### src/rtl/vidor_qdec_pkg.sv
// Shared constants and helpers for the quadrature decoder slice.
// Register map, bit positions and the decoded step type.
package vidor_qdec_pkg;

    localparam logic [1:0] REG_COUNT   = 2'd0;
    localparam logic [1:0] REG_CAPTURE = 2'd1;
    localparam logic [1:0] REG_STATUS  = 2'd2;
    localparam logic [1:0] REG_CTRL    = 2'd3;

    localparam int ST_OVF = 0;
    localparam int ST_UNF = 1;
    localparam int ST_ERR = 2;
    localparam int ST_IDX = 3;

    localparam int CT_EN      = 0;
    localparam int CT_IDX_CLR = 1;
    localparam int CT_INV     = 2;
    localparam int CT_IRQ_EN  = 3;

    typedef enum logic [1:0] {
        STEP_ZERO = 2'b00,
        STEP_INC  = 2'b01,
        STEP_DEC  = 2'b11
    } step_t;

    // Map Gray {A,B} onto a 2-bit ring position, then step by difference.
    function automatic step_t qStep(input logic [1:0] prv,
                                    input logic [1:0] cur);
        logic [1:0] d;
        d = {cur[1], cur[1] ^ cur[0]} - {prv[1], prv[1] ^ prv[0]};
        case (d)
            2'd1:    return STEP_INC;
            2'd3:    return STEP_DEC;
            default: return STEP_ZERO;
        endcase
    endfunction

endpackage

### src/rtl/vidor_qdec_if.sv
// Avalon-MM-style register slave bundle, read latency 1.
// Master drives address/strobes/data, slave returns registered read data.
interface vidor_qdec_if;

    logic [7:0]  iADDRESS;
    logic        iREAD;
    logic        iWRITE;
    logic [31:0] iWRITE_DATA;
    logic [31:0] oREAD_DATA;

    modport master (
        output iADDRESS, iREAD, iWRITE, iWRITE_DATA,
        input  oREAD_DATA
    );

    modport slave (
        input  iADDRESS, iREAD, iWRITE, iWRITE_DATA,
        output oREAD_DATA
    );

endinterface

### src/rtl/vidor_qdec_channel.sv
// One decoder channel: sync, glitch filter, x4 decode,
// counter, index capture and the STATUS/CTRL registers.
module vidor_qdec_channel
    import vidor_qdec_pkg::*;
#(
    parameter int pCNT_BITS   = 16,
    parameter int pFILTER_LEN = 3
) (
    input  logic                 iCLK,
    input  logic                 iRESET,
    input  logic                 iTick,
    input  logic                 iEncA,
    input  logic                 iEncB,
    input  logic                 iEncI,
    input  logic                 iWrCount,
    input  logic                 iWrStatus,
    input  logic                 iWrCtrl,
    input  logic [31:0]          iWrData,
    output logic [pCNT_BITS-1:0] oCount,
    output logic [pCNT_BITS-1:0] oCapture,
    output logic [3:0]           oStatus,
    output logic [3:0]           oCtrl
);

    localparam logic [pCNT_BITS-1:0] CNT_MAX = '1;
    localparam logic [pCNT_BITS-1:0] CNT_ONE = pCNT_BITS'(1);

    // Pin vectors are ordered {A, B, I}.
    logic [2:0] s1, s2, lvl, lvlNx;
    logic [pFILTER_LEN-1:0] hist [3];
    logic [pFILTER_LEN-1:0] histNx [3];
    logic init;
    logic act, err, idxRise;
    step_t step;
    logic [pCNT_BITS-1:0] cntNx, capNx;
    logic [3:0] setBits, statusNx;
    logic unusedWr;

    assign unusedWr = ^iWrData;

    always_comb begin
        lvlNx = lvl;
        for (int p = 0; p < 3; p++) begin
            histNx[p] = pFILTER_LEN'({hist[p], s2[p]});
            if (&histNx[p]) lvlNx[p] = 1'b1;
            else if (~|histNx[p]) lvlNx[p] = 1'b0;
        end
    end

    always_comb begin
        act     = iTick & ~init & oCtrl[CT_EN];
        step    = qStep(lvl[2:1], lvlNx[2:1]);
        err     = &(lvl[2:1] ^ lvlNx[2:1]);
        idxRise = lvlNx[0] & ~lvl[0];
        if (oCtrl[CT_INV]) begin
            step = (step == STEP_INC) ? STEP_DEC :
                   (step == STEP_DEC) ? STEP_INC : STEP_ZERO;
        end
        cntNx   = oCount;
        capNx   = oCapture;
        setBits = '0;
        if (act) begin
            unique case (1'b1)
                step == STEP_INC: begin
                    cntNx           = oCount + CNT_ONE;
                    setBits[ST_OVF] = (oCount == CNT_MAX);
                end
                step == STEP_DEC: begin
                    cntNx           = oCount - CNT_ONE;
                    setBits[ST_UNF] = (oCount == '0);
                end
                default: ;
            endcase
            setBits[ST_ERR] = err;
            if (idxRise) begin
                capNx           = oCount;
                setBits[ST_IDX] = 1'b1;
                if (oCtrl[CT_IDX_CLR]) begin
                    cntNx           = '0;
                    setBits[ST_OVF] = 1'b0;
                    setBits[ST_UNF] = 1'b0;
                end
            end
        end
        if (iWrCount) cntNx = iWrData[pCNT_BITS-1:0];
        statusNx = (iWrStatus ? (oStatus & ~iWrData[3:0]) : oStatus)
                 | setBits;
    end

    always_ff @(posedge iCLK) begin
        if (iRESET) begin
            s1       <= '0;
            s2       <= '0;
            lvl      <= '0;
            init     <= 1'b1;
            for (int p = 0; p < 3; p++) hist[p] <= '0;
            oCount   <= '0;
            oCapture <= '0;
            oStatus  <= '0;
            oCtrl    <= '0;
        end else begin
            s1 <= {iEncA, iEncB, iEncI};
            s2 <= s1;
            if (iTick) begin
                init <= 1'b0;
                // First tick seeds history with the live level: no step.
                if (init) begin
                    for (int p = 0; p < 3; p++)
                        hist[p] <= {pFILTER_LEN{s2[p]}};
                    lvl <= s2;
                end else begin
                    for (int p = 0; p < 3; p++) hist[p] <= histNx[p];
                    lvl <= lvlNx;
                end
            end
            oCount   <= cntNx;
            oCapture <= capNx;
            oStatus  <= statusNx;
            if (iWrCtrl) oCtrl <= iWrData[3:0];
        end
    end

endmodule

### src/rtl/vidor_qdec.sv
// N-channel quadrature decoder: shared prescaler, channel array,
// register address decode, registered read mux and level IRQ.
module vidor_qdec
    import vidor_qdec_pkg::*;
#(
    parameter int pENCODERS       = 2,
    parameter int pCNT_BITS       = 16,
    parameter int pPRESCALER_BITS = 6,
    parameter int pFILTER_LEN     = 3
) (
    input  logic                 iCLK,
    input  logic                 iRESET,
    input  logic [pENCODERS-1:0] iENC_A,
    input  logic [pENCODERS-1:0] iENC_B,
    input  logic [pENCODERS-1:0] iENC_I,
    vidor_qdec_if.slave          bus,
    output logic                 oIRQ
);

    logic [pPRESCALER_BITS-1:0] presc;
    logic                       tick;
    logic [5:0]                 chSel;
    logic [1:0]                 regSel;
    logic [pCNT_BITS-1:0]       cnt [pENCODERS];
    logic [pCNT_BITS-1:0]       cap [pENCODERS];
    logic [3:0]                 sts [pENCODERS];
    logic [3:0]                 ctl [pENCODERS];
    logic [pENCODERS-1:0]       irqReq;
    logic [31:0]                rdNx;

    assign tick   = &presc;
    assign chSel  = bus.iADDRESS[7:2];
    assign regSel = bus.iADDRESS[1:0];

    for (genvar g = 0; g < pENCODERS; g++) begin : gCh
        logic hit;
        assign hit = bus.iWRITE && (chSel == 6'(g));

        vidor_qdec_channel #(
            .pCNT_BITS  (pCNT_BITS),
            .pFILTER_LEN(pFILTER_LEN)
        ) uCh (
            .iCLK     (iCLK),
            .iRESET   (iRESET),
            .iTick    (tick),
            .iEncA    (iENC_A[g]),
            .iEncB    (iENC_B[g]),
            .iEncI    (iENC_I[g]),
            .iWrCount (hit && regSel == REG_COUNT),
            .iWrStatus(hit && regSel == REG_STATUS),
            .iWrCtrl  (hit && regSel == REG_CTRL),
            .iWrData  (bus.iWRITE_DATA),
            .oCount   (cnt[g]),
            .oCapture (cap[g]),
            .oStatus  (sts[g]),
            .oCtrl    (ctl[g])
        );

        assign irqReq[g] = ctl[g][CT_IRQ_EN] & |sts[g];
    end

    always_comb begin
        rdNx = '0;
        for (int i = 0; i < pENCODERS; i++) begin
            if (chSel == 6'(i)) begin
                unique case (regSel)
                    REG_COUNT:   rdNx = 32'(cnt[i]);
                    REG_CAPTURE: rdNx = 32'(cap[i]);
                    REG_STATUS:  rdNx = 32'(sts[i]);
                    REG_CTRL:    rdNx = 32'(ctl[i]);
                endcase
            end
        end
    end

    always_ff @(posedge iCLK) begin
        if (iRESET) begin
            presc          <= '0;
            bus.oREAD_DATA <= '0;
            oIRQ           <= 1'b0;
        end else begin
            presc <= presc + pPRESCALER_BITS'(1);
            if (bus.iREAD) bus.oREAD_DATA <= rdNx;
            oIRQ <= |irqReq;
        end
    end

endmodule

### src/flat_wrapper.sv
// flat-port wrapper written by rule: the top's interface ports become plain ports
module vidor_qdec_flat import vidor_qdec_pkg::*;
#(
    parameter int pENCODERS       = 2,
    parameter int pCNT_BITS       = 16,
    parameter int pPRESCALER_BITS = 6,
    parameter int pFILTER_LEN     = 3
)
  (iCLK, iRESET, iENC_A, iENC_B, iENC_I, oIRQ, bus_iADDRESS, bus_iREAD, bus_iWRITE, bus_iWRITE_DATA, bus_oREAD_DATA);
  vidor_qdec_if bus_i ();
  input  logic iCLK;
  input  logic iRESET;
  input  logic [pENCODERS-1:0] iENC_A;
  input  logic [pENCODERS-1:0] iENC_B;
  input  logic [pENCODERS-1:0] iENC_I;
  output logic oIRQ;
  input wire logic [$bits(bus_i.iADDRESS)-1:0] bus_iADDRESS;
  input wire logic [$bits(bus_i.iREAD)-1:0] bus_iREAD;
  input wire logic [$bits(bus_i.iWRITE)-1:0] bus_iWRITE;
  input wire logic [$bits(bus_i.iWRITE_DATA)-1:0] bus_iWRITE_DATA;
  output wire logic [$bits(bus_i.oREAD_DATA)-1:0] bus_oREAD_DATA;
  assign bus_i.iADDRESS = bus_iADDRESS;
  assign bus_i.iREAD = bus_iREAD;
  assign bus_i.iWRITE = bus_iWRITE;
  assign bus_i.iWRITE_DATA = bus_iWRITE_DATA;
  assign bus_oREAD_DATA = bus_i.oREAD_DATA;
  vidor_qdec #(.pENCODERS(pENCODERS), .pCNT_BITS(pCNT_BITS), .pPRESCALER_BITS(pPRESCALER_BITS), .pFILTER_LEN(pFILTER_LEN)) u_core (.iCLK(iCLK), .iRESET(iRESET), .iENC_A(iENC_A), .iENC_B(iENC_B), .iENC_I(iENC_I), .bus(bus_i), .oIRQ(oIRQ));
endmodule
### config.mk
export PLATFORM = sky130hd
export DESIGN_NAME = vidor_qdec_flat
export DESIGN_NICKNAME = d
export VERILOG_FILES = /design/src/rtl/vidor_qdec_pkg.sv /design/src/rtl/vidor_qdec_if.sv /design/src/rtl/vidor_qdec_channel.sv /design/src/rtl/vidor_qdec.sv /design/src/flat_wrapper.sv
export SDC_FILE = /design/constraint.sdc
export NUM_CORES = 1
export LEC_CHECK = 0
export CAP_MARGIN = 20
export CORE_MARGIN = 5
export CORE_UTILIZATION = 55
export CTS_CLUSTER_DIAMETER = 50
export DETAILED_ROUTE_END_ITERATION = 6
export GPL_ROUTABILITY_DRIVEN = 0
export PLACE_DENSITY_LB_ADDON = 0.12
export SETUP_SLACK_MARGIN = 0.5
export SLEW_MARGIN = 40
export SYNTH_ARGS = -nofsm -noshare
export SYNTH_HDL_FRONTEND = slang
export SYNTH_SLANG_ARGS = --single-unit
export TNS_END_PERCENT = 10
### constraint.sdc
create_clock -name iCLK -period 6.6 [get_ports iCLK]
set_input_delay 1.32 -clock iCLK [delete_from_list [all_inputs] [get_ports iCLK]]
set_output_delay 1.32 -clock iCLK [all_outputs]
set_load 0.01 [all_outputs]
==> results of run 1 <==
-- cell families (layout without fill, tap and decap cells) --
| group | Yosys count | after routing |
|---|---|---|
| adders and majority gates | 33 | 33 |
| buffers and inverters | 72 | 95 |
| and+or+nand+nor | 308 | 308 |
| other | 1 | 16 |
| AOI/OAI and AO/OA | 232 | 232 |
| xor gates and xnor gates | 33 | 33 |
| muxes | 69 | 69 |
| DFF | 134 | 134 |
-- report_power, final --
group	switching [mW]	total (mW)	internal, mW
Combinational	0.0545	0.0938	0.0393
Sequential	0.00895	0.841	0.832
Clock	0.354	0.983	0.629
Total	0.417	1.92	1.50
-- cell usage in the layout, fill, tap and decap left out, drive strengths merged, types with 5 or more instances in the layout --
cell type      synthesis  layout
o21ai                 39      39
xnor2                 16      16
mux4                   8       8
conb                   1      16
and3                  10      10
a211oi                 8       8
nor3                  11      11
clkbuf                28      19
nor2b                 17      17
inv                   10      10
ha                    31      31
mux2i                 60      60
nor2                 107     107
a222oi                 7       7
o21a                   6       6
a22oi                 19      19
edfxtp                12      12
o211ai                 8       8
nand4                 14      14
nand3                 15      15
dfxtp                122     122
clkdlybuf4s50          0      47
a21o                  12      12
nand2                 87      87
o22ai                  6       6
buf                   34       6
nor4                  13      13
o221ai                16      16
clkinv                 0       5
xor2                  17      17
a21oi                 78      78
-- registers in the layout, summed over array words and instances, names as in the netlist, 6 cells and up --
name	count
u_core.gCh.uCh.lvl	6
u_core.gCh.uCh.oCtrl	8
u_core.gCh.uCh.oStatus	8
u_core.gCh.uCh.oCount	32
u_core.gCh.uCh.hist	12
u_core.gCh.uCh.s2	6
u_core.gCh.uCh.s1	6
u_core.bus.oREAD_DATA	16
u_core.presc	6
u_core.gCh.uCh.oCapture	32
-- path summary, 6_finish.rpt --
check,slack (ps),to,depth (start not counted),from
worst max-delay path,2220,u_core.gCh[1].uCh.oCount[12],16,u_core.gCh[1].uCh.hist[0][7]
worst min-delay path,440,u_core.gCh[0].uCh.s2[0],1,u_core.gCh[0].uCh.s1[0]
worst max register to register,2220,u_core.gCh[1].uCh.oCount[12],16,u_core.gCh[1].uCh.hist[0][7]
worst min register to register,440,u_core.gCh[0].uCh.s2[0],1,u_core.gCh[0].uCh.s1[0]
-- per-layer routing --
layer	global-route usage, %	wire, µm
met5	0	0
met4	9.86	615
met3	4.79	1520
met2	41.6	9710
met1	31.4	8330
-- critical path: stages, from the launching register on --
cell,delay (ps)
edfxtp_1,420
a21o_1,190
a21oi_1,220
xor2_1,110
ha_1,210
xor2_1,150
xnor2_1,370
nor2_1,80
buf_4,220
fa_1,470
a21o_1,180
a21oi_1,250
o21bai_1,130
o41ai_2,510
o211a_1,290
a2111oi_0,100
a311o_1,350
-- area by class of cell --
type,count,area (µm²)
fillers,1127,4980
multi-input cells,691,4600
flip-flops and latches,134,2800
repair buffers,53,513
clock buffers,19,433
well taps,180,225
clock inverters,13,181
inverters,10,37.5
==> summary.txt, run 1 <==
Outcome: complete, no violations
Initial Util: 55.7%
Ant diodes: 0
Final Instance Area: 8800 µm²
Clock slew at reported path FFs: 60 ps
Sequential fraction of the synthesis area: 36.5%
# nets final: 990
Post-DP Area: 8180 µm²
Count leader, synth: dfxtp_1
Post-Synth Simple-Gate Area: 19.0%
Synthesized area: 7670 µm²
Routed wire per std cell: 18.3 µm
Overall power: 1.92 mW
Max Clk Rate: 229 MHz
Mux share of post-synthesis cell area: 10.3%
Synth area leader: dfxtp_1
Die footprint: 16,400 µm²
Post-CTS setup buffer count: 0
Max VDD drop: 0.169 mV
Number of max-cap violations: 0
Finished Layout Cells: 1,100
Setup TNS Final: 0 ps
TritonCTS clock tree: yes
RSZ-0062 raised after global routing: no
Distinct cells, synth: 68
Total length of routed wires: 20.2 mm
XOR/XNOR share of the synthesized area: 4.11%
Synth Area in Compound Gates: 20.0%
Core ar.: 13,800 µm²
Htree depth: 4
Post-synth top flop: dfxtp_1
Hold Slack: 440 ps
Die X-Extent: 128 µm
# placed instances: 1,068
Hold Path Class: flip-flop to flip-flop
Critical path class: flip-flop to flip-flop
Vias per inst: 6.34
Number of global-route vias before repair: 6,477
Remaining DRCs: 0
1st-pass router iterations: 5
Initial antenna violation count: 0
Commonest cells post-synth: dfxtp_1, nor2_1, nand2_1
P&R area growth vs syn: 14.7%
Slew Limit Fails: 0
PnR worst setup slack: 2220 ps
Async SR Flop Fraction: 0%
Final HPWL DP: 14.7 mm
Relative slew slack: 47.7%
Largest cells by area after synthesis: dfxtp_1, mux2i_1, nor2_1, a21oi_1, ha_1
Iter 0 DRT Violations: 743
Crit. End Element: flip-flop
Ys Warns: 0
Worst Tran Pin Value: 784 ps
Die Y: 128 µm
Crit path max fanout: 16
Final core occ: 63.9%
Mean Syn Cell Area: 8.70 µm²
Post-synth EDFFs: 12
Worst Path Arrival: 4680 ps
Lkg Pwr: 3.37 nW
Via count: 6,973
Post-CTS Resized: 0
# IOs: 83
Buffer levels on the longest clock path: 2
PortBufs: 50
Synth Register Bits: 134
ANT nets after route: 0
Hold Buf Count CTS: 0
Cell Pwr Density: 218 nW/µm²
Clock Latency Late Sink: 420 ps
Num rows: 43
Largest family of logic cells by synthesized area: compound AO/OA/AOI/OAI gates
Fin crit share: 66.3%
Final hold vios: 0
Final setup viols: 0
Adder-cell share of the synthesized area: 5.58%
Clock Tree Root: clkbuf_16
Synth Instances: 882
CTS buffer count: 17
Synth top area share: 31.8%
CTS Sinks: 134
Fin Clk Skew: 12.2 ps
Worst EP required: 6900 ps
Post-place setup slack: 2260 ps
Fraction of layout cells with a size suffix above 1: 6.30%
Post-layout min period: 4380 ps
Largest net degree at the start of global routing: 72
Total GRT Usage: 24.8%
Remaining global-route overflow: 0
First-pass GRT wire length: 32.6 mm
Critical Path Source Type: flip-flop
No activity file was read; power rests on OpenSTA's default activity.
==> inputs of run 2 (changes only) <==
==> constraint.sdc (replaced) <==
create_clock -name iCLK -period 4.6 [get_ports iCLK]
set_input_delay 0.92 -clock iCLK [delete_from_list [all_inputs] [get_ports iCLK]]
set_output_delay 0.92 -clock iCLK [all_outputs]
set_load 0.01 [all_outputs]
==> summary.txt, run 2 (same netlist as run 1, synthesis figures left out) <==
Via count: 6,967 (-0.086%)
Clock slew at reported path FFs: 60 ps (about the same)
Die Y: 128 µm (unchanged)
PortBufs: 50 (unchanged)
Most frequent cells in the layout: dfxtp_1, nor2_1, nand2_1, a21oi_1, mux2i_1
Commonest non-fill, non-tap cell in the layout: dfxtp_1
Final setup viols: 0 (unchanged)
Number of max-cap violations: 0 (unchanged)
RSZ-0062 raised after global routing: yes
Ant diodes: 0 (unchanged)
Remaining DRCs: 13 (+13)
Iter 0 DRT Violations: 666 (-10%)
Vias per inst: 6.30 (-0.63%)
ANT nets after route: 0 (unchanged)
Overall power: 2.73 mW (+43%)
Buffer levels on the longest clock path: 2 (unchanged)
Fin Clk Skew: 8.38 ps (-3.81 ps)
Slew Limit Fails: 0 (unchanged)
Crit. End Element: flip-flop
CTS buffer count: 17 (unchanged)
Clock Latency Late Sink: 420 ps (about the same)
Critical Path Max Stage Delay: 480 ps (-30 ps)
Clock Tree Root: clkbuf_16
# nets final: 996 (+0.61%)
Critical path class: flip-flop to flip-flop
Lkg Pwr: 3.40 nW (+1.1%)
Max Clk Rate: 257 MHz (+13%)
Setup TNS Final: 0 ps (unchanged)
Largest registers: u_core.gCh.uCh.oCapture x32, u_core.gCh.uCh.oCount x32, u_core.bus.oREAD_DATA x16
CTS Sinks: 134 (unchanged)
Number of global-route vias before repair: 6,683 (+3.2%)
1st-pass router iterations: 7 (+2)
Final Instance Area: 8890 µm² (+1.0%)
TritonCTS clock tree: yes
Worst path cell trace: a21o_1 -> a21oi_2 -> xor2_1 -> ha_1 -> xor2_2 -> xnor2_2 -> nor2_2 -> buf_6 -> ha_1 -> o21ai_0 -> or4_1 -> o211ai_1 -> o41ai_2 -> buf_4 -> xnor2_1 -> a222oi_1 -> nor2_1
Die footprint: 16,400 µm² (unchanged)
Cell Pwr Density: 308 nW/µm² (+41%)
Critical Path Source Type: flip-flop
Num rows: 43 (unchanged)
P&R area growth vs syn: 15.8%
Die X-Extent: 128 µm (unchanged)
Crit path max fanout: 15 (-1)
Worst Tran Pin Value: 850 ps (+66.4 ps)
First-pass GRT wire length: 33.7 mm (+3.3%)
Relative slew slack: 43.2% (-4.5 points)
Worst EP required: 4880 ps (-2020 ps)
Core ar.: 13,800 µm² (unchanged)
Worst Path Arrival: 4160 ps (-520 ps)
Post-layout min period: 3880 ps (-492 ps)
Outcome: finished with violations
Htree depth: 4 (unchanged)
Fin crit share: 84.4% (+18 points)
Initial antenna violation count: 0 (unchanged)
Hold Path Class: flip-flop to flip-flop
Fraction of layout cells with a size suffix above 1: 7.24% (+0.93 points)
Hold Buf Count CTS: 0 (unchanged)
Total length of routed wires: 20.7 mm (+2.8%)
Routed wire per std cell: 18.7 µm (+2.2%)
Hold Slack: 439 ps (-0.410 ps)
Max VDD drop: 0.286 mV (+69%)
Failing checks: design-rule violations
Largest net degree at the start of global routing: 73 (+1.4%)
Slowest CP cell: or4_1
Final hold vios: 0 (unchanged)
Top cell by count, worst path: ha_1
Post-DP Area: 8200 µm² (+0.24%)
Remaining global-route overflow: 0 (unchanged)
Total GRT Usage: 25.6% (+0.85 points)
# IOs: 83 (unchanged)
Final HPWL DP: 14.9 mm (+1.3%)
Initial Util: 55.7% (unchanged)
## run 2: cell count changes in the layout (fill, tap and decap cells not counted), sizes merged
cell and change:
clkinv +3, clkinvlp -3, buf +6
## run 2: area by class of cell
type                            count  area, µm²
Sequential cell                   134       2800
Clock inverter                     13        163
Fill cell                        1175       4890
Timing Repair Buffer               59        562
Inverter                           10       37.5
Tap cell                          180        225
Multi-Input combinational cell    691       4660
Clock buffer                       19        433
## run 2: critical path, delay by kind of cell (launching register included)
family / cells / cell delay [ps]
flip-flops: 1 / 430
buffers and inverters: 2 / 330
AND/OR/NAND/NOR: 3 / 620
XOR/XNOR: 4 / 640
AO/OA/AOI/OAI: 6 / 1150
adder cells (fa/ha/maj): 2 / 550
## run 2: final timing paths
| check | start | end | slack [ps] | cells after the start |
|---|---|---|---|---|
| max | u_core.gCh[1].uCh.hist[0][7] | u_core.gCh[1].uCh.oCount[11] | 720 | 17 |
| min | u_core.gCh[0].uCh.s1[0] | u_core.gCh[0].uCh.s2[0] | 440 | 1 |
| max reg2reg | u_core.gCh[1].uCh.hist[0][7] | u_core.gCh[1].uCh.oCount[11] | 720 | 17 |
| min reg2reg | u_core.gCh[0].uCh.s1[0] | u_core.gCh[0].uCh.s2[0] | 440 | 1 |
## run 2: what timing repair did
item / 4_1_cts / 5_1_grt
gates resized for setup: 1 / 11
setup endpoints to repair: 8 / 21
pin swaps: 0 / 3
buffers inserted: 0 / 3
cloned: 0 / 0
## run 2: stage by stage
stage          instances  utilization [%]  setup WS [ps]
2_1_floorplan        897                -            510
3_3_place_gp        1071             59.5            560
3_5_place_dp        1071             59.6            356
4_1_cts             1103             63.9            414
5_1_grt             1106             64.5            434
6_report            1106             64.5            716
## run 2: power breakdown
group / internal, mW / total, mW / switching, mW
registers: 1.19 / 1.21 / 0.0134
logic: 0.0568 / 0.137 / 0.0799
clock network: 0.894 / 1.39 / 0.496
total: 2.14 / 2.73 / 0.589
## run 2: per-layer routing
metal	track usage (%)	routed length, µm	vias up	share of wire (%)
met1	32.1	8720	3364	42
met5	0	0	-	0
met4	11.3	724	0	3.5
met2	43.0	9950	273	48
met3	4.88	1330	47	6.4
li1	-	-	3283	-
==> inputs of run 3 (changes only) <==
==> constraint.sdc (replaced) <==
create_clock -name iCLK -period 4 [get_ports iCLK]
set_input_delay 0.8 -clock iCLK [delete_from_list [all_inputs] [get_ports iCLK]]
set_output_delay 0.8 -clock iCLK [all_outputs]
set_load 0.01 [all_outputs]
==> summary.txt, run 3 (same netlist as run 1, synthesis figures left out) <==
Post-DP Area: 8290 µm² (+1.1%)
Final hold vios: 0 (unchanged)
CTS buffer count: 17 (unchanged)
Final core occ: 67.1% (+2.6 points)
Setup TNS Final: 0 ps (unchanged)
Cell Pwr Density: 346 nW/µm² (+12%)
Worst EP required: 4310 ps (-570 ps)
Die footprint: 16,400 µm² (unchanged)
TritonCTS clock tree: yes
P&R area growth vs syn: 20.5%
Die Y: 128 µm (unchanged)
Buffer levels on the longest clock path: 2 (unchanged)
RSZ-0062 raised after global routing: yes
Clock Latency Late Sink: 420 ps (about the same)
# nets final: 1,021 (+2.5%)
Fin Clk Skew: 7.45 ps (-0.933 ps)
Critical Path Source Type: flip-flop
Internal power: 2.50 mW (+16%)
Number of max-cap violations: 0 (unchanged)
Routed wire per std cell: 19.0 µm (+1.3%)
Remaining global-route overflow: 0 (unchanged)
Lkg Pwr: 3.53 nW (+3.7%)
First-pass GRT wire length: 34.3 mm (+1.7%)
NetSw: 0.700 mW (+19%)
Slew Limit Fails: 0 (unchanged)
Ant diodes: 0 (unchanged)
Crit. End Element: flip-flop
Iter 0 DRT Violations: 693 (+4.1%)
Seq pwr share: 43.5% (-0.7 points)
R2R Path End: u_core.gCh[1].uCh.oCount[12]
Hold Path Class: flip-flop to flip-flop
# placed instances: 1,076 (+0.47%)
WHS Endpoint: u_core.gCh[0].uCh.s2[2]
Max Clk Rate: 274 MHz (+6.6%)
Worst hold start: u_core.gCh[0].uCh.s1[2]
R2R Path Start: u_core.gCh[1].uCh.hist[0][7]
Hold Crit Depth: 1 (unchanged)
Post-layout min period: 3640 ps (-240 ps)
Worst reg2reg path depth: 17 (unchanged)
# IOs: 83 (unchanged)
Crit path max fanout: 8 (-7)
Final Instance Area: 9240 µm² (+4.0%)
Commonest non-fill, non-tap cell in the layout: dfxtp_1
Core ar.: 13,800 µm² (unchanged)
Relative slew slack: 45.9% (+2.7 points)
Initial Util: 55.7% (unchanged)
Combinational Power Share: 5.0% (about the same)
Worst Path Arrival: 3950 ps (-210 ps)
Total length of routed wires: 21.5 mm (+3.6%)
Finished Layout Cells: 1,131 (+2.3%)
Largest registers: u_core.gCh.uCh.oCapture x32, u_core.gCh.uCh.oCount x32, u_core.bus.oREAD_DATA x16
R2R setup slack: 360 ps (-360 ps)
Final HPWL DP: 15.2 mm (+2.3%)
CTS Sinks: 134 (unchanged)
Sw Share: 21.9% (+0.34 points)
1st-pass router iterations: 7 (unchanged)
Fill cell count: 1,179 (+0.34%)
ANT nets after route: 0 (unchanged)
Share of power burned in the clock network: 51.6% (+0.8 points)
Final setup viols: 0 (unchanged)
Critical path class: flip-flop to flip-flop
Total GRT Usage: 26.2% (+0.61 points)
Fin crit share: 91.1% (+6.7 points)
Outcome: complete, no violations
Max VDD drop: 0.445 mV (+56%)
Remaining DRCs: 0 (-13)
Multi-input gate area: 4800 µm² (+2.9%)
Clock Tree Root: clkbuf_16
Vias per inst: 6.25 (-0.78%)
Register area: 2810 µm² (about the same)
Htree depth: 4 (unchanged)
Fraction of layout cells with a size suffix above 1: 12.6% (+5.4 points)
Worst Tran Pin Value: 812 ps (-38.6 ps)
Hold Buf Count CTS: 0 (unchanged)
Die X-Extent: 128 µm (unchanged)
Clock slew at reported path FFs: 60 ps (about the same)
Largest net degree at the start of global routing: 80 (+9.6%)
Initial antenna violation count: 1 (+1)
Via count: 7,069 (+1.5%)
Num rows: 43 (unchanged)
Number of global-route vias before repair: 6,860 (+2.6%)
Most frequent cells in the layout: dfxtp_1, nor2_1, nand2_1, a21oi_1, mux2i_1
PortBufs: 50 (unchanged)
-- run 3: critical path: stages, from the launching register on --
cell and delay, ps:
edfxtp_1 420, a21o_1 210, a21oi_2 170, xor2_1 180
ha_2 210, xor2_2 180, xnor2_2 110, nor2_4 230
buf_6 140, ha_4 200, a21o_1 170, a21oi_2 160
o21bai_1 120, o41ai_2 260, buf_4 190, o211a_1 210
a2111oi_2 80, a311o_1 290
-- run 3: layer usage --
metal,share of wire (%),vias up,track usage (%)
met5,0.061,-,0
met4,3.7,2,10.9
met3,5.8,64,5.79
met2,48,281,43.5
met1,43,3386,33.1
li1,-,3336,-
-- run 3: final cells by class --
type	count	share of cell area (%)
Clock buffer	19	4.79
Clock inverter	13	1.94
Inverter	10	0.406
Multi-Input combinational cell	691	51.9
Sequential cell	134	30.4
Tap cell	180	2.44
Timing Repair Buffer	84	8.16
-- run 3: how the worst max path moves through the flow --
stage / slack (ps) / cells after the start / endpoint / startpoint
CTS: 410 / 16 / u_core.gCh[0].uCh.oCount[7] / u_core.gCh[0].uCh.hist[0][7]
global placement: 270 / 15 / u_core.gCh[0].uCh.oCount[14] / u_core.gCh[0].uCh.hist[0][7]
detailed placement: 70 / 15 / u_core.gCh[0].uCh.oCount[14] / u_core.gCh[0].uCh.hist[0][7]
global route: 130 / 16 / u_core.gCh[0].uCh.oCount[14] / u_core.gCh[0].uCh.hist[0][7]
floorplan: 470 / 15 / u_core.gCh[1].uCh.oCount[12] / u_core.gCh[1].uCh.hist[0][7]
finish: 360 / 17 / u_core.gCh[1].uCh.oCount[12] / u_core.gCh[1].uCh.hist[0][7]
-- run 3: power groups by stage --
stage | clock network (mW) | registers (mW) | logic [mW]
after floorplan | 0 | 1.41 | 0.0920
after global placement | 0 | 1.41 | 0.154
after detailed placement | 0 | 1.42 | 0.157
after CTS | 1.66 | 1.39 | 0.159
after global routing | 1.73 | 1.39 | 0.170
final | 1.65 | 1.39 | 0.159
-- run 3: repair_timing --
item / in CTS / in global routing
resized for setup: 19 / 11
pin swaps: 28 / 6
setup endpoints to repair: 21 / 22
setup buffers: 22 / 1
-- run 3: per-stage QoR --
step / hold WS (ps) / power [mW] / worst slack, ps
2_1_floorplan: 414 / 1.51 / 473
3_5_place_dp: 430 / 1.57 / 70.2
3_3_place_gp: 425 / 1.57 / 268
5_1_grt: 461 / 3.29 / 133
4_1_cts: 444 / 3.21 / 413
6_report: 441 / 3.19 / 356
